**src/rtl/pc_gen_unit_pkg.sv**
```systemverilog
// Shared types and constants for the PC generation stage: FSM encoding, PC step,
// perf-counter width and a saturating-increment helper.
package pc_gen_unit_pkg;

   typedef enum logic [1:0] {
      ST_BOOT  = 2'd0,
      ST_RUN   = 2'd1,
      ST_FLUSH = 2'd2
   } state_e;

   localparam logic [31:0] PC_STEP = 32'd4;
   localparam int unsigned CNT_W = 16;
   localparam logic [CNT_W-1:0] CNT_MAX = {CNT_W{1'b1}};

   function automatic logic [CNT_W-1:0] sat_inc(input logic [CNT_W-1:0] v, input logic en);
      return (en && (v != CNT_MAX)) ? v + CNT_W'(1) : v;
   endfunction

endpackage

```
**src/rtl/pc_gen_unit_if.sv**
```systemverilog
// Bundle of EX-stage resolution inputs and fetch/flush/perf outputs of pc_gen_unit.
// The slave modport is the PC unit; the master modport drives EX info and consumes fetch.
interface pc_gen_unit_if
   import pc_gen_unit_pkg::*;
();
   logic             stall;
   logic             ex_valid;
   logic             ex_is_branch;
   logic             ex_is_jump;
   logic             ex_taken;
   logic [31:0]      ex_pc;
   logic [31:0]      ex_target;
   logic             ex_pred_taken;
   logic [31:0]      ex_pred_target;
   logic [31:0]      if_pc;
   logic             if_valid;
   logic             if_pred_taken;
   logic [31:0]      if_pred_target;
   logic             flush;
   logic [CNT_W-1:0] branch_cnt;
   logic [CNT_W-1:0] mispred_cnt;

   modport master (
      output stall, ex_valid, ex_is_branch, ex_is_jump, ex_taken, ex_pc, ex_target,
             ex_pred_taken, ex_pred_target,
      input  if_pc, if_valid, if_pred_taken, if_pred_target, flush, branch_cnt, mispred_cnt
   );

   modport slave (
      input  stall, ex_valid, ex_is_branch, ex_is_jump, ex_taken, ex_pc, ex_target,
             ex_pred_taken, ex_pred_target,
      output if_pc, if_valid, if_pred_taken, if_pred_target, flush, branch_cnt, mispred_cnt
   );
endinterface

```
**src/rtl/pc_btb.sv**
```systemverilog
// Direct-mapped branch target buffer: combinational lookup on the fetch PC,
// write/invalidate at the edge ending an EX resolution. Only used when PC_BTB_EN is defined.
module pc_btb #(
   parameter int unsigned ENTRIES = 8
) (
   input  logic        clk,
   input  logic        rst_n,
   input  logic [31:0] lookup_pc,
   output logic        hit,
   output logic [31:0] hit_target,
   input  logic        upd_valid,
   input  logic        upd_taken,
   input  logic        upd_is_branch,
   input  logic [31:0] upd_pc,
   input  logic [31:0] upd_target
);
   localparam int unsigned IDX_W = $clog2(ENTRIES);
   localparam int unsigned TAG_W = 30 - IDX_W;

   logic [ENTRIES-1:0] valid_q;
   logic [TAG_W-1:0]   tag_q    [ENTRIES];
   logic [31:0]        target_q [ENTRIES];

   logic [IDX_W-1:0] lk_idx, up_idx;
   logic [TAG_W-1:0] lk_tag, up_tag;
   logic             unused_lsbs;

   assign lk_idx      = lookup_pc[IDX_W+1:2];
   assign lk_tag      = lookup_pc[31:IDX_W+2];
   assign up_idx      = upd_pc[IDX_W+1:2];
   assign up_tag      = upd_pc[31:IDX_W+2];
   assign unused_lsbs = ^{lookup_pc[1:0], upd_pc[1:0]};

   // Reads see pre-edge contents, so a same-cycle update is invisible to the lookup.
   assign hit        = valid_q[lk_idx] && (tag_q[lk_idx] == lk_tag);
   assign hit_target = target_q[lk_idx];

   always_ff @(posedge clk) begin
      if (!rst_n) begin
         valid_q <= '0;
      end else if (upd_valid) begin
         if (upd_taken) begin
            valid_q[up_idx] <= 1'b1;
         end else if (upd_is_branch && (tag_q[up_idx] == up_tag)) begin
            valid_q[up_idx] <= 1'b0;
         end
      end
   end

   always_ff @(posedge clk) begin
      if (upd_valid && upd_taken) begin
         tag_q[up_idx]    <= up_tag;
         target_q[up_idx] <= upd_target;
      end
   end
endmodule

```
**src/rtl/pc_gen_unit.sv**
```systemverilog
// Fetch PC generation with branch resolution, redirect/flush and saturating perf counters.
// Define PC_BTB_EN to add a direct-mapped BTB; otherwise fetch is static predict-not-taken.
module pc_gen_unit
   import pc_gen_unit_pkg::*;
#(
   parameter logic [31:0] RESET_PC    = 32'h0000_0000,
   parameter int unsigned BTB_ENTRIES = 8
) (
   input logic          clk,
   input logic          rst_n,
   pc_gen_unit_if.slave bus
);
   state_e           state_q, state_d;
   logic [31:0]      pc_q, pc_d;
   logic [CNT_W-1:0] bcnt_q, mcnt_q;
   logic             actual_taken, mispredict;
   logic [31:0]      redirect_pc;
   logic             pred_taken;
   logic [31:0]      pred_target;

   if ((BTB_ENTRIES < 2) || ((BTB_ENTRIES & (BTB_ENTRIES - 1)) != 0)) begin : g_bad_btb_cfg
      $error("BTB_ENTRIES must be a power of two >= 2");
   end

   assign actual_taken = bus.ex_is_jump | (bus.ex_is_branch & bus.ex_taken);
   assign mispredict   = bus.ex_valid & ((actual_taken != bus.ex_pred_taken) |
                         (actual_taken & (bus.ex_pred_target != bus.ex_target)));
   assign redirect_pc  = actual_taken ? bus.ex_target : bus.ex_pc + PC_STEP;

`ifdef PC_BTB_EN
   logic        btb_hit;
   logic [31:0] btb_target;

   pc_btb #(
      .ENTRIES(BTB_ENTRIES)
   ) u_btb (
      .clk          (clk),
      .rst_n        (rst_n),
      .lookup_pc    (pc_q),
      .hit          (btb_hit),
      .hit_target   (btb_target),
      .upd_valid    (bus.ex_valid),
      .upd_taken    (actual_taken),
      .upd_is_branch(bus.ex_is_branch),
      .upd_pc       (bus.ex_pc),
      .upd_target   (bus.ex_target)
   );

   assign pred_taken  = btb_hit;
   assign pred_target = btb_hit ? btb_target : pc_q + PC_STEP;
`else
   assign pred_taken  = 1'b0;
   assign pred_target = pc_q + PC_STEP;
`endif

   always_ff @(posedge clk) begin
      if (!rst_n) begin
         state_q <= ST_BOOT;
         pc_q    <= RESET_PC;
         bcnt_q  <= '0;
         mcnt_q  <= '0;
      end else begin
         state_q <= state_d;
         pc_q    <= pc_d;
         bcnt_q  <= sat_inc(bcnt_q, bus.ex_valid);
         mcnt_q  <= sat_inc(mcnt_q, mispredict);
      end
   end

   // Mispredict beats stall; BOOT leaves for RUN without advancing the PC.
   always_comb begin
      state_d = state_q;
      pc_d    = pc_q;
      if (mispredict) begin
         state_d = ST_FLUSH;
         pc_d    = redirect_pc;
      end else if (!bus.stall) begin
         unique case (state_q)
            ST_BOOT: state_d = ST_RUN;
            ST_RUN, ST_FLUSH: begin
               state_d = ST_RUN;
               pc_d    = pred_target;
            end
            default: state_d = ST_BOOT;
         endcase
      end
   end

   always_comb begin
      bus.if_pc          = pc_q;
      bus.if_valid       = (state_q != ST_BOOT);
      bus.if_pred_taken  = pred_taken;
      bus.if_pred_target = pred_target;
      bus.flush          = (state_q == ST_FLUSH);
      bus.branch_cnt     = bcnt_q;
      bus.mispred_cnt    = mcnt_q;
   end
endmodule

```
**src/flat_wrapper.sv**
```systemverilog
// flat-port wrapper written by rule: the top's interface ports become plain ports
module pc_gen_unit_flat import pc_gen_unit_pkg::*;
#(
   parameter logic [31:0] RESET_PC    = 32'h0000_0000,
   parameter int unsigned BTB_ENTRIES = 8
)
  (clk, rst_n, bus_stall, bus_ex_valid, bus_ex_is_branch, bus_ex_is_jump, bus_ex_taken, bus_ex_pc, bus_ex_target, bus_ex_pred_taken, bus_ex_pred_target, bus_if_pc, bus_if_valid, bus_if_pred_taken, bus_if_pred_target, bus_flush, bus_branch_cnt, bus_mispred_cnt);
  pc_gen_unit_if bus_i ();
  input logic clk;
  input logic rst_n;
  input wire logic [$bits(bus_i.stall)-1:0] bus_stall;
  input wire logic [$bits(bus_i.ex_valid)-1:0] bus_ex_valid;
  input wire logic [$bits(bus_i.ex_is_branch)-1:0] bus_ex_is_branch;
  input wire logic [$bits(bus_i.ex_is_jump)-1:0] bus_ex_is_jump;
  input wire logic [$bits(bus_i.ex_taken)-1:0] bus_ex_taken;
  input wire logic [$bits(bus_i.ex_pc)-1:0] bus_ex_pc;
  input wire logic [$bits(bus_i.ex_target)-1:0] bus_ex_target;
  input wire logic [$bits(bus_i.ex_pred_taken)-1:0] bus_ex_pred_taken;
  input wire logic [$bits(bus_i.ex_pred_target)-1:0] bus_ex_pred_target;
  output wire logic [$bits(bus_i.if_pc)-1:0] bus_if_pc;
  output wire logic [$bits(bus_i.if_valid)-1:0] bus_if_valid;
  output wire logic [$bits(bus_i.if_pred_taken)-1:0] bus_if_pred_taken;
  output wire logic [$bits(bus_i.if_pred_target)-1:0] bus_if_pred_target;
  output wire logic [$bits(bus_i.flush)-1:0] bus_flush;
  output wire logic [$bits(bus_i.branch_cnt)-1:0] bus_branch_cnt;
  output wire logic [$bits(bus_i.mispred_cnt)-1:0] bus_mispred_cnt;
  assign bus_i.stall = bus_stall;
  assign bus_i.ex_valid = bus_ex_valid;
  assign bus_i.ex_is_branch = bus_ex_is_branch;
  assign bus_i.ex_is_jump = bus_ex_is_jump;
  assign bus_i.ex_taken = bus_ex_taken;
  assign bus_i.ex_pc = bus_ex_pc;
  assign bus_i.ex_target = bus_ex_target;
  assign bus_i.ex_pred_taken = bus_ex_pred_taken;
  assign bus_i.ex_pred_target = bus_ex_pred_target;
  assign bus_if_pc = bus_i.if_pc;
  assign bus_if_valid = bus_i.if_valid;
  assign bus_if_pred_taken = bus_i.if_pred_taken;
  assign bus_if_pred_target = bus_i.if_pred_target;
  assign bus_flush = bus_i.flush;
  assign bus_branch_cnt = bus_i.branch_cnt;
  assign bus_mispred_cnt = bus_i.mispred_cnt;
  pc_gen_unit #(.RESET_PC(RESET_PC), .BTB_ENTRIES(BTB_ENTRIES)) u_core (.clk(clk), .rst_n(rst_n), .bus(bus_i));
endmodule
```
**config.mk**
```make
export PLATFORM = sky130hd
export DESIGN_NAME = pc_gen_unit_flat
export DESIGN_NICKNAME = d
export VERILOG_FILES = /design/src/rtl/pc_gen_unit_pkg.sv /design/src/rtl/pc_gen_unit_if.sv /design/src/rtl/pc_btb.sv /design/src/rtl/pc_gen_unit.sv /design/src/flat_wrapper.sv
export SDC_FILE = /design/constraint.sdc
export NUM_CORES = 1
export LEC_CHECK = 0
export CORE_MARGIN = 1.5
export CORE_UTILIZATION = 48
export DETAILED_ROUTE_END_ITERATION = 16
export GPL_TIMING_DRIVEN = 0
export PLACE_DENSITY = 0.85
export SETUP_SLACK_MARGIN = 0.02
export SLEW_MARGIN = 15
export SYNTH_ARGS = -nofsm -noshare
export SYNTH_HDL_FRONTEND = slang
export SYNTH_SLANG_ARGS = --single-unit
```
**constraint.sdc**
```tcl
create_clock -name clk -period 5.23 [get_ports clk]
set_input_delay 1.046 -clock clk [delete_from_list [all_inputs] [get_ports clk]]
set_output_delay 1.046 -clock clk [all_outputs]
set_load 0.01 [all_outputs]
```
; Yosys cells after proc, flatten, opt, wreduce, memory -nomap -nowiden
; Index checks and enable logic that the tools add are counted.
; Widths: inputs -> output; s select.
[totals]
reg_bits = 66
in_bits = 104
out_inout_bits = 99
elab_cells = 38
[op_classes]
addsub = 4
eq_ne = 7
muxes = 7
bitwise = 6
n_reduce_logical = 9
[op_table]
columns = op, count
row1 = $mux 32, 4
row2 = $add 32x3->32 const B, 2
row3 = $add 16x1->16 const B, 2
row4 = $ne 16x16->1 const B, 2
row5 = $ne 32x32->1, 1
row6 = $mux 2, 2
row7 = $reduce_bool 2->1, 2
row8 = $reduce_or 2->1, 2
row9 = $and 1x1->1, 3
row10 = $reduce_or 3->1, 1
row11 = $eq 2x1->1 const B, 1
row12 = $eq 2x2->1 const B, 1
row13 = $logic_and 1x1->1, 2
row14 = $logic_not 2->1, 1
row15 = $ne 2x1->1 const B, 1
row16 = $or 1x1->1, 2
row17 = $reduce_and 2->1, 1
row18 = $mux 1, 1
row19 = $ne 1x1->1, 1
row20 = $not 1->1, 1

; Logic depth before layout (Yosys ltp)
; Gate-level depths: netlist (run 1).
[logic_depth]
depth_word = 7
ltp_mapped = 10
ltp_nobuf = 8

; Worst setup path before layout (run 1)
; No wires, ideal clock.
[synth_path]
kind = reg2out
start = register u_core.pc_q[4], in the netlist u_core.bus.if_pc[4]
end = output bus_if_pred_target[31]
arrival_time_ns = 1.804
required_ns = 4.184
slack_ns = 2.380
stages_incl_launch_ff = 8
n_path_buf = 2
path_cell_list = dfxtp_1 -> clkbuf_1 -> and4_1 -> and4_1 -> clkbuf_1 -> nand3_1 -> nor2_1 -> xor2_1
[synth_between]
elab_chain_cells = 1
[synth_rtl]
columns = item, line_no
row1 = start: declaration, pc_gen_unit.sv:14  ; logic [31:0] pc_q, pc_d;
row2 = start signal: assignment, pc_gen_unit.sv:64  ; pc_q <= pc_d;
row3 = $add 32x3->32, pc_gen_unit.sv:53  ; assign pred_target = pc_q + PC_STEP;
row4 = end: declaration, flat_wrapper.sv:23  ; output wire logic [$bits(bus_i.if_pred_target)-1:0] bus_if_pred_target;
; No other way between the ends.

; Final worst setup path (run 1)
[layout_path]
start = register u_core.pc_q[3], in the netlist u_core.bus.if_pc[3]
end = output bus_if_pred_target[26]
; The elaborated chain is that of the path after synthesis.

==> results.sh, run 1 <==
export IMPL_cts_inserted_buffers=9
export IMPL_start_util_pct=49.7
export IMPL_cap_violations=0
export IMPL_first_iter_violations=633
export IMPL_placed_cell_area_um2=7320
export IMPL_grt_overflow_total=0
export IMPL_yosys_mux_area_fraction_pct=1.56
export IMPL_grt_pass1_vias=5711
export IMPL_cts_resized_gates=0
export IMPL_die_w_um=107
export IMPL_clock_latency_ns=0.35
export IMPL_syn2layout_area_growth_pct=46.1
export IMPL_grt_util_all_layers_pct=33.1
export IMPL_r2r_end="u_core.bus.if_pc[15]$_SDFFE_PN0P_"
export IMPL_total_power_w=0.00143
export IMPL_detail_route_antenna_nets=0
export IMPL_hold_end="u_core.bus.mispred_cnt[9]$_SDFFE_PN0P_"
export IMPL_setup_slack_ns=1.17
export IMPL_pin_count=203
export IMPL_synth_cell_type_count=52
export IMPL_syn_instance_count=672
export IMPL_layout_common_cells="200 x clkdlybuf4s50_1, 73 x xnor2_1, 71 x nand2_1"
export IMPL_relSlewSlack_pct=42.1
export IMPL_ff2ff_setup_slack_ns=2.72
export IMPL_die_area_um2=11400
export IMPL_grt_use_met3_pct=6.02
export IMPL_synth_seq_cells=66
export IMPL_fin_setup_tns_ns=0
export IMPL_worst_endpoint_required_ns=4.18
export IMPL_die_h_um=107
export IMPL_placed_cells=1008
export IMPL_core_um2=10400
export IMPL_synth_simple_gate_area_share_pct=28.9
export IMPL_synthesis_area_um2=5150
export IMPL_fin_skew_ns=0.0212
export IMPL_cts_setup_buffers=0
export IMPL_grt_antenna_before_repair=0
export IMPL_synth_top_family_by_area="simple AND/OR/NAND/NOR gates"
export IMPL_ys_seq_area_share_pct=25.7
export IMPL_cts_htree_levels=3
export IMPL_fillCellCount=839
export IMPL_drc_errors=0
export IMPL_cts_tree="yes"
export IMPL_cp_max_fo=10
export IMPL_fin_crit_sh_pct=77.6
export IMPL_synthXorXnorAreaFrac_pct=21.9
export IMPL_end_kind="output port"
export IMPL_pre_cts_slack_ns=0.985
export IMPL_hpwl_mm=15.1
export IMPL_power_density_nw_per_um2=190
export IMPL_synth_avg_cell_area_um2=7.66
export IMPL_clkSinkCount=66
export IMPL_port_buffers=200
export IMPL_first_pass_iters=5
export IMPL_status="completed"
export IMPL_synth_fp_nets=783
export IMPL_cts_hold_buf=0
export IMPL_drt_total_wl_mm=18.7
export IMPL_vias=6056
export IMPL_antenna_cells=0
export IMPL_peakVddDrop_mv=0.162
export IMPL_use_met2_pct=55.3
export IMPL_hold_path_depth=2
export IMPL_arrival_ns=3.01
export IMPL_vias_per_cell=5.91
export IMPL_grt_max_degree=14
export IMPL_finalCriticalPeriod_ns=4.06
export IMPL_r2r_start="u_core.bus.if_pc[4]$_SDFFE_PN0P_"
export IMPL_synth_compound_area_share_pct=15.3
export IMPL_path_class="reg2out"
export IMPL_async_flop_share_pct=0
export IMPL_grt_use_met1_pct=43.2
export IMPL_clkSlewWorstSetupHoldPaths_ns=0.08
export IMPL_ys_flop_type="dfxtp_1"
export IMPL_layout_drive_gt1_share_pct=3.38
export IMPL_yosys_warnings=0
export IMPL_num_rows=37
export IMPL_p_leak_nw=2.57
export IMPL_hold_viol_final=0
export IMPL_synth_edf_count=0
export IMPL_fin_area_um2=7520
export IMPL_fmax_ghz=0.246
export IMPL_yosys_area_share_adder_pct=1.70
export IMPL_hp_start="u_core.bus.mispred_cnt[9]$_SDFFE_PN0P_"
export IMPL_hold_path_class="reg2reg"
export IMPL_top_usage_layer="met2"
export IMPL_startpoint_type="flip-flop"
export IMPL_final_common_cell="clkdlybuf4s50_1"
export IMPL_reg2reg_depth=8
export IMPL_cts_buffer_depth=2
export IMPL_final_cells=1024
export IMPL_root_buffer="clkbuf_8"
export IMPL_avgRoutedWirePerCell_um=18.3
export IMPL_rsz0062_at_grt="no"
export IMPL_nNetsFinal=994
export IMPL_tightest_slew_ns=0.861
export IMPL_slew_viol_final=0
export IMPL_grt_pass1_wl_mm=29.9
export IMPL_setup_violations=0
export IMPL_gp_congestion=0.965
==> stage by stage <==
step	util [%]	hold slack [ns]
5_1_grt	72.5	0.529
3_3_place_gp	70.6	0.474
4_1_cts	72.5	0.491
6_report	72.5	0.496
3_5_place_dp	70.6	0.478
2_1_floorplan	-	0.469
==> power by group <==
group          internal, W  switching [W]  total, W
combinational     0.000221       0.000196  0.000417
clock             0.000223       0.000227  0.000451
sequential        0.000526      0.0000334  0.000560
total             0.000970       0.000457   0.00143
==> per-layer routing <==
layer  share of wire [%]  vias up
li1                    -     2842
met1                  40     2812
met2                  47      349
met3                 9.3       53
met4                 3.3        0
met5                   0        -
==> critical path, stage by stage, from the launching register on <==
cell and delay, ns:
dfxtp_1 0.42, ha_1 0.24, nand3_1 0.33, nor3_1 0.54, nand3_1 0.26, nor2_1 0.17, xor2_1 0.15, clkdlybuf4s50_1 0.56
==> cell families (layout without fill, tap and decap cells) <==
| family | Yosys count | in the layout |
|---|---|---|
| AND/OR/NAND/NOR | 286 | 286 |
| multiplexers | 8 | 8 |
| flip-flops | 66 | 66 |
| other | 1 | 1 |
| adder cells (fa/ha/maj) | 7 | 7 |
| AO/OA/AOI/OAI | 114 | 114 |
| XOR/XNOR | 129 | 129 |
| buffers and inverters | 61 | 277 |
==> state kept, by name, summed over array words and instances, names as in the netlist <==
| name | cells |
|---|---|
| u_core.bus.branch_cnt | 16 |
| u_core.bus.if_pc | 32 |
| u_core.bus.mispred_cnt | 16 |
| u_core.state_q | 2 |
==> synthesized netlist by cell type (all sizes together), types with 11 or more instances <==
cell    count  area share [%]
nand3      35             3.6
nor3       24             2.3
xnor2      73              12
a21oi      19             1.8
nor4       13             1.9
and4       13             2.2
o31ai      18             2.6
o21ai      32             3.1
nand2      71             5.2
xor2       56             9.5
and3       11             1.3
nor2       53             3.9
dfxtp      66              26
nand4      38             4.6
clkbuf     38             2.8
inv        13            0.95
==> worst max-delay path by stage <==
stage | startpoint | end | cells after the start
CTS | u_core.bus.if_pc[3]$_SDFFE_PN0P_ | bus_if_pred_target[26] | 7
finish | u_core.bus.if_pc[3]$_SDFFE_PN0P_ | bus_if_pred_target[26] | 7
global placement | bus_ex_target[28] | u_core.bus.if_pc[11]$_SDFFE_PN0P_ | 8
floorplan | u_core.bus.if_pc[4]$_SDFFE_PN0P_ | bus_if_pred_target[31] | 7
global route | u_core.bus.if_pc[3]$_SDFFE_PN0P_ | bus_if_pred_target[26] | 7
detailed placement | bus_ex_target[28] | u_core.bus.if_pc[11]$_SDFFE_PN0P_ | 8
==> final cells by class <==
class                      instances  area [um2]  share of cell area [%]
multi-input combinational        545        3570                    47.5
timing repair buffer             200        2000                    26.6
sequential                        66        1320                    17.6
buffer                            48         205                    2.73
tap                              136         170                    2.26
clock buffer                       9         124                    1.65
clock inverter                     7        76.3                    1.01
inverter                          13        48.8                   0.649
Power figures use the tool's default switching activity.
==> inputs of run 2 (changes only) <==
--- a/config.mk
+++ b/config.mk
@@ -6,10 +6,10 @@
 export NUM_CORES = 1
 export LEC_CHECK = 0
 export CORE_MARGIN = 1.5
-export CORE_UTILIZATION = 48
+export CORE_UTILIZATION = 45
 export DETAILED_ROUTE_END_ITERATION = 16
 export GPL_TIMING_DRIVEN = 0
-export PLACE_DENSITY = 0.85
+export PLACE_DENSITY = 0.8
 export SETUP_SLACK_MARGIN = 0.02
 export SLEW_MARGIN = 15
 export SYNTH_ARGS = -nofsm -noshare
==> constraint.sdc (replaced) <==
create_clock -name clk -period 4.25 [get_ports clk]
set_input_delay 0.85 -clock clk [delete_from_list [all_inputs] [get_ports clk]]
set_output_delay 0.85 -clock clk [all_outputs]
set_load 0.01 [all_outputs]
==> run 2 against run 1 <==
Register-to-register slack lost 0.97 ns. Sequential power rose by 23%. Total power increased by 42%. Combinational power increased by 23%. Clock power is 83% higher. Critical endpoint unchanged. Largest power group is now clock. Highest routed layer unchanged.
==> results.sh, run 2 (synthesis gave the netlist of run 1 again) <==
export IMPL_setup_violations=0
export IMPL_cts_inserted_buffers=9
export IMPL_grt_pass1_vias=5542
export IMPL_cap_violations=0
export IMPL_crit_family="simple AND/OR/NAND/NOR gates"
export IMPL_cts_setup_buffers=0
export IMPL_grt_overflow_total=0
export IMPL_core_um2=11000
export IMPL_startpoint_type="flip-flop"
export IMPL_relSlewSlack_pct=41.0
export IMPL_path_common_cell="nand3_1"
export IMPL_first_pass_iters=5
export IMPL_start_util_pct=46.9
export IMPL_clock_latency_ns=0.33
export IMPL_grt_util_all_layers_pct=31.6
export IMPL_startpoint="u_core.bus.if_pc[3]$_SDFFE_PN0P_"
export IMPL_cts_resized_gates=0
export IMPL_fmax_ghz=0.259
export IMPL_tightest_slew_ns=0.877
export IMPL_fin_setup_tns_ns=0
export IMPL_worst_endpoint_required_ns=3.40
export IMPL_die_h_um=110
export IMPL_num_rows=38
export IMPL_die_w_um=110
export IMPL_power_density_nw_per_um2=265
export IMPL_die_area_um2=12100
export IMPL_status="completed"
export IMPL_hold_viol_final=0
export IMPL_p_leak_nw=2.63
export IMPL_path_cells="ha_1 -> nand3_1 -> nor3_1 -> nand3_1 -> nor2_1 -> xor2_1 -> clkdlybuf4s50_1"
export IMPL_arrival_ns=3.01
export IMPL_cts_buffer_depth=2
export IMPL_final_common_cell="clkdlybuf4s50_1"
export IMPL_gp_congestion=0.974
export IMPL_antenna_cells=0
export IMPL_detail_route_antenna_nets=0
export IMPL_worst_path_max_delay_cell="nor3_1"
export IMPL_finalCriticalPeriod_ns=3.86
export IMPL_peakVddDrop_mv=0.161
export IMPL_grt_antenna_before_repair=0
export IMPL_fin_skew_ns=0.00809
export IMPL_vias=6036
export IMPL_path_class="reg2out"
export IMPL_drt_total_wl_mm=18.9
export IMPL_slew_viol_final=0
export IMPL_clkSlewWorstSetupHoldPaths_ns=0.06
export IMPL_layout_drive_gt1_share_pct=3.38
export IMPL_hold_path_class="reg2reg"
export IMPL_path_buf_inv=1
export IMPL_fin_crit_sh_pct=90.9
export IMPL_r2r_start="u_core.bus.if_pc[3]$_SDFFE_PN0P_"
export IMPL_drc_errors=0
export IMPL_port_buffers=200
export IMPL_layout_common_cells="200 x clkdlybuf4s50_1, 73 x xnor2_1, 71 x nand2_1"
export IMPL_avgRoutedWirePerCell_um=18.3
export IMPL_cts_hold_buf=0
export IMPL_clkSinkCount=66
export IMPL_rsz0062_at_grt="no"
export IMPL_cpPeakStageDelay_ns=0.55
export IMPL_hpwl_mm=15.0
export IMPL_hp_start="u_core.bus.mispred_cnt[0]$_SDFFE_PN0P_"
export IMPL_syn2layout_area_growth_pct=48.7
export IMPL_final_cells=1028
export IMPL_cp_max_fo=10
export IMPL_nNetsFinal=994
export IMPL_grt_max_degree=13
export IMPL_largest_reg_flops=32
export IMPL_end_kind="output port"
export IMPL_grt_pass1_wl_mm=29.2
export IMPL_placed_cells=1012
export IMPL_first_iter_violations=603
export IMPL_root_buffer="clkbuf_16"
export IMPL_pin_count=203
export IMPL_cts_htree_levels=3
export IMPL_vias_per_cell=5.87
export IMPL_cts_tree="yes"
[run 2: cell type report]
type / instances / area (um2)
Clock buffer: 10 / 239
Fill cell: 888 / 3330
Inverter: 13 / 48.8
Buffer: 48 / 205
Timing Repair Buffer: 200 / 2000
Clock inverter: 6 / 88.8
Multi-Input combinational cell: 545 / 3570
Sequential cell: 66 / 1320
Tap cell: 140 / 175
[run 2: power breakdown]
part           switching, W  internal (W)
combinational      0.000240      0.000272
sequential        0.0000407      0.000648
clock              0.000294      0.000531
total              0.000574       0.00145
[run 2: path summary, 6_finish.rpt]
kind	slack [ns]	depth (start not counted)	endpoint
max reg2reg	1.75	7	u_core.bus.if_pc[26]$_SDFFE_PN0P_
max	0.39	7	bus_if_pred_target[26]
min	0.51	2	u_core.bus.mispred_cnt[0]$_SDFFE_PN0P_
min reg2reg	0.51	2	u_core.bus.mispred_cnt[0]$_SDFFE_PN0P_
[run 2: worst register-to-register path: stages (launching register included)]
cell,delay (ns)
dfxtp_1,0.41
ha_1,0.24
nand3_1,0.33
nor3_1,0.55
nand3_1,0.27
nor3_1,0.30
xnor2_1,0.10
o31ai_1,0.20
[run 2: metal layers]
| layer | global-route usage [%] | wire length [um] | vias to the layer above |
|---|---|---|---|
| met4 | 9.93 | 498 | 0 |
| li1 | - | - | 2847 |
| met1 | 41.3 | 7620 | 2769 |
| met2 | 51.3 | 8710 | 380 |
| met3 | 7.41 | 2030 | 40 |
| met5 | 0 | 0 | - |
[run 2: per-stage QoR]
stage,setup slack [ns],utilization (%),hold slack (ns),total power (W),instance area (um2)
floorplan,1.60,-,0.469,0.000911,5150
global placement,0.452,66.7,0.469,0.00119,7330
detailed placement,0.564,66.7,0.499,0.00120,7330
CTS,0.422,69.7,0.506,0.00202,7650
global route,0.238,69.7,0.531,0.00210,7650
finish,0.388,69.7,0.508,0.00202,7650
==> edit (flow settings as in run 2) <==
`CNT_W`: 16 -> 24.
--- a/src/rtl/pc_gen_unit_pkg.sv
+++ b/src/rtl/pc_gen_unit_pkg.sv
@@ -10,5 +10,5 @@
 
    localparam logic [31:0] PC_STEP = 32'd4;
-   localparam int unsigned CNT_W = 16;
+   localparam int unsigned CNT_W = 24;
    localparam logic [CNT_W-1:0] CNT_MAX = {CNT_W{1'b1}};
 
Ports: changed (resized bus_branch_cnt and bus_mispred_cnt); port bits go from 203 to 219. No check against the original RTL was run, so the function may have changed too.
==> edit against run 2 <==
Clock power decreased by 0.6%. Routed wire length grew 12%. Cell count rose by 15%. Total power grew 7.8%. Non-clock buffer count increased by 16. Sequential cell count is 16 higher. Core utilization decreased by 2.0 points. Worst hold slack worse by 0.012 ns. Combinational power increased by 2%. Critical path type unchanged. Die area rose by 16%. Final area up 13%. Synthesized area rose by 16%. Setup slack got worse by 0.18 ns.
==> edit: results (changes against run 2) <==
status: "finished clean"
ff2ff_setup_slack_ns: 1.70  # -0.05 ns
clkCellAreaFrac_pct: 3.54  # -0.74 points
grt_pass1_wl_mm: 33.7  # +15%
switching_share_pct: 29.5  # +1.2 points
p_seq_mw: 0.841  # +22%
wl_per_cell_microns: 18.0  # -1.8%
multi_input_cells: 624  # +14%
fin_skew_ns: 0.00955  # +0.00146 ns
grt_use_total_pct: 29.9  # -1.7 points
crit_path_start: "u_core.bus.if_pc[4]"
dp.cells: 1162  # +15%
final_layout_size_suffix_gt1_share_pct: 4.57  # +1.2 points
r2r-start: "u_core.bus.mispred_cnt[0]"
pre_cts_slack_ns: 0.388  # -0.176 ns
design_area_sq_um: 8680  # +13%
yosysSeqAreaShare_pct: 27.4  # +1.7 points
synth_xor_area_share_pct: 18.7  # -3.2 points
whs_ns: 0.495  # -0.0124 ns
io_buffers: 216  # +8.0%
irDropWorstVdd_mv: 0.193  # +20%
synth.net_count: 885  # +13%
ys_types: 53  # +1.9%
synthAdderAreaFrac_pct: 1.46  # -0.24 points
reg2reg_to: "u_core.bus.mispred_cnt[20]"
n_fill_cell: 1115  # +26%
syn_area_per_cell_sq_um: 7.75  # +1.1%
r2r_cells: 9  # +2
nNetsFinal: 1112  # +12%
seq_share_pct: 18.9  # +1.6 points
tightest_slew_ns: 1.20  # +0.327 ns
clockPowerShare_pct: 37.5  # -3.2 points
cp_max_fo: 6  # -4
synth_seq_cells: 82  # +24%
grt_pass1_vias: 6168  # +11%
holdPathEnd: "u_core.bus.mispred_cnt[18]"
first_iter_violations: 595  # -1.3%
cp.arrival_ns: 3.19  # +0.18 ns
==> edit: changes by cell type in the layout (fill, tap and decap cells not counted), moves of 6 or more <==
| cell | run 2 | this run |
|---|---|---|
| dfxtp_1 | 66 | 82 |
| a2111oi_0 | 2 | 10 |
| or4_1 | 3 | 9 |
| inv_1 | 13 | 19 |
| nand2b_1 | 7 | 15 |
| nand2_1 | 71 | 84 |
| a31o_2 | 0 | 7 |
| clkdlybuf4s50_1 | 200 | 216 |
| nand3_1 | 34 | 47 |
| nand4_1 | 38 | 55 |
==> edit: routing by layer <==
metal	global-route usage (%)	up-vias	part of all wire (%)
met2	48.3	345	47
met5	0	-	0
met1	40.5	3166	42
met3	4.97	38	9.0
li1	-	3272	-
met4	9.49	0	2.7
==> edit: cells by family after synthesis <==
logic type / count (synthesis)
compound gates: 131
xor+xnor: 128
fa+ha+maj: 7
buf+inv: 68
flops: 82
mux: 13
other cells: 1
simple gates: 344
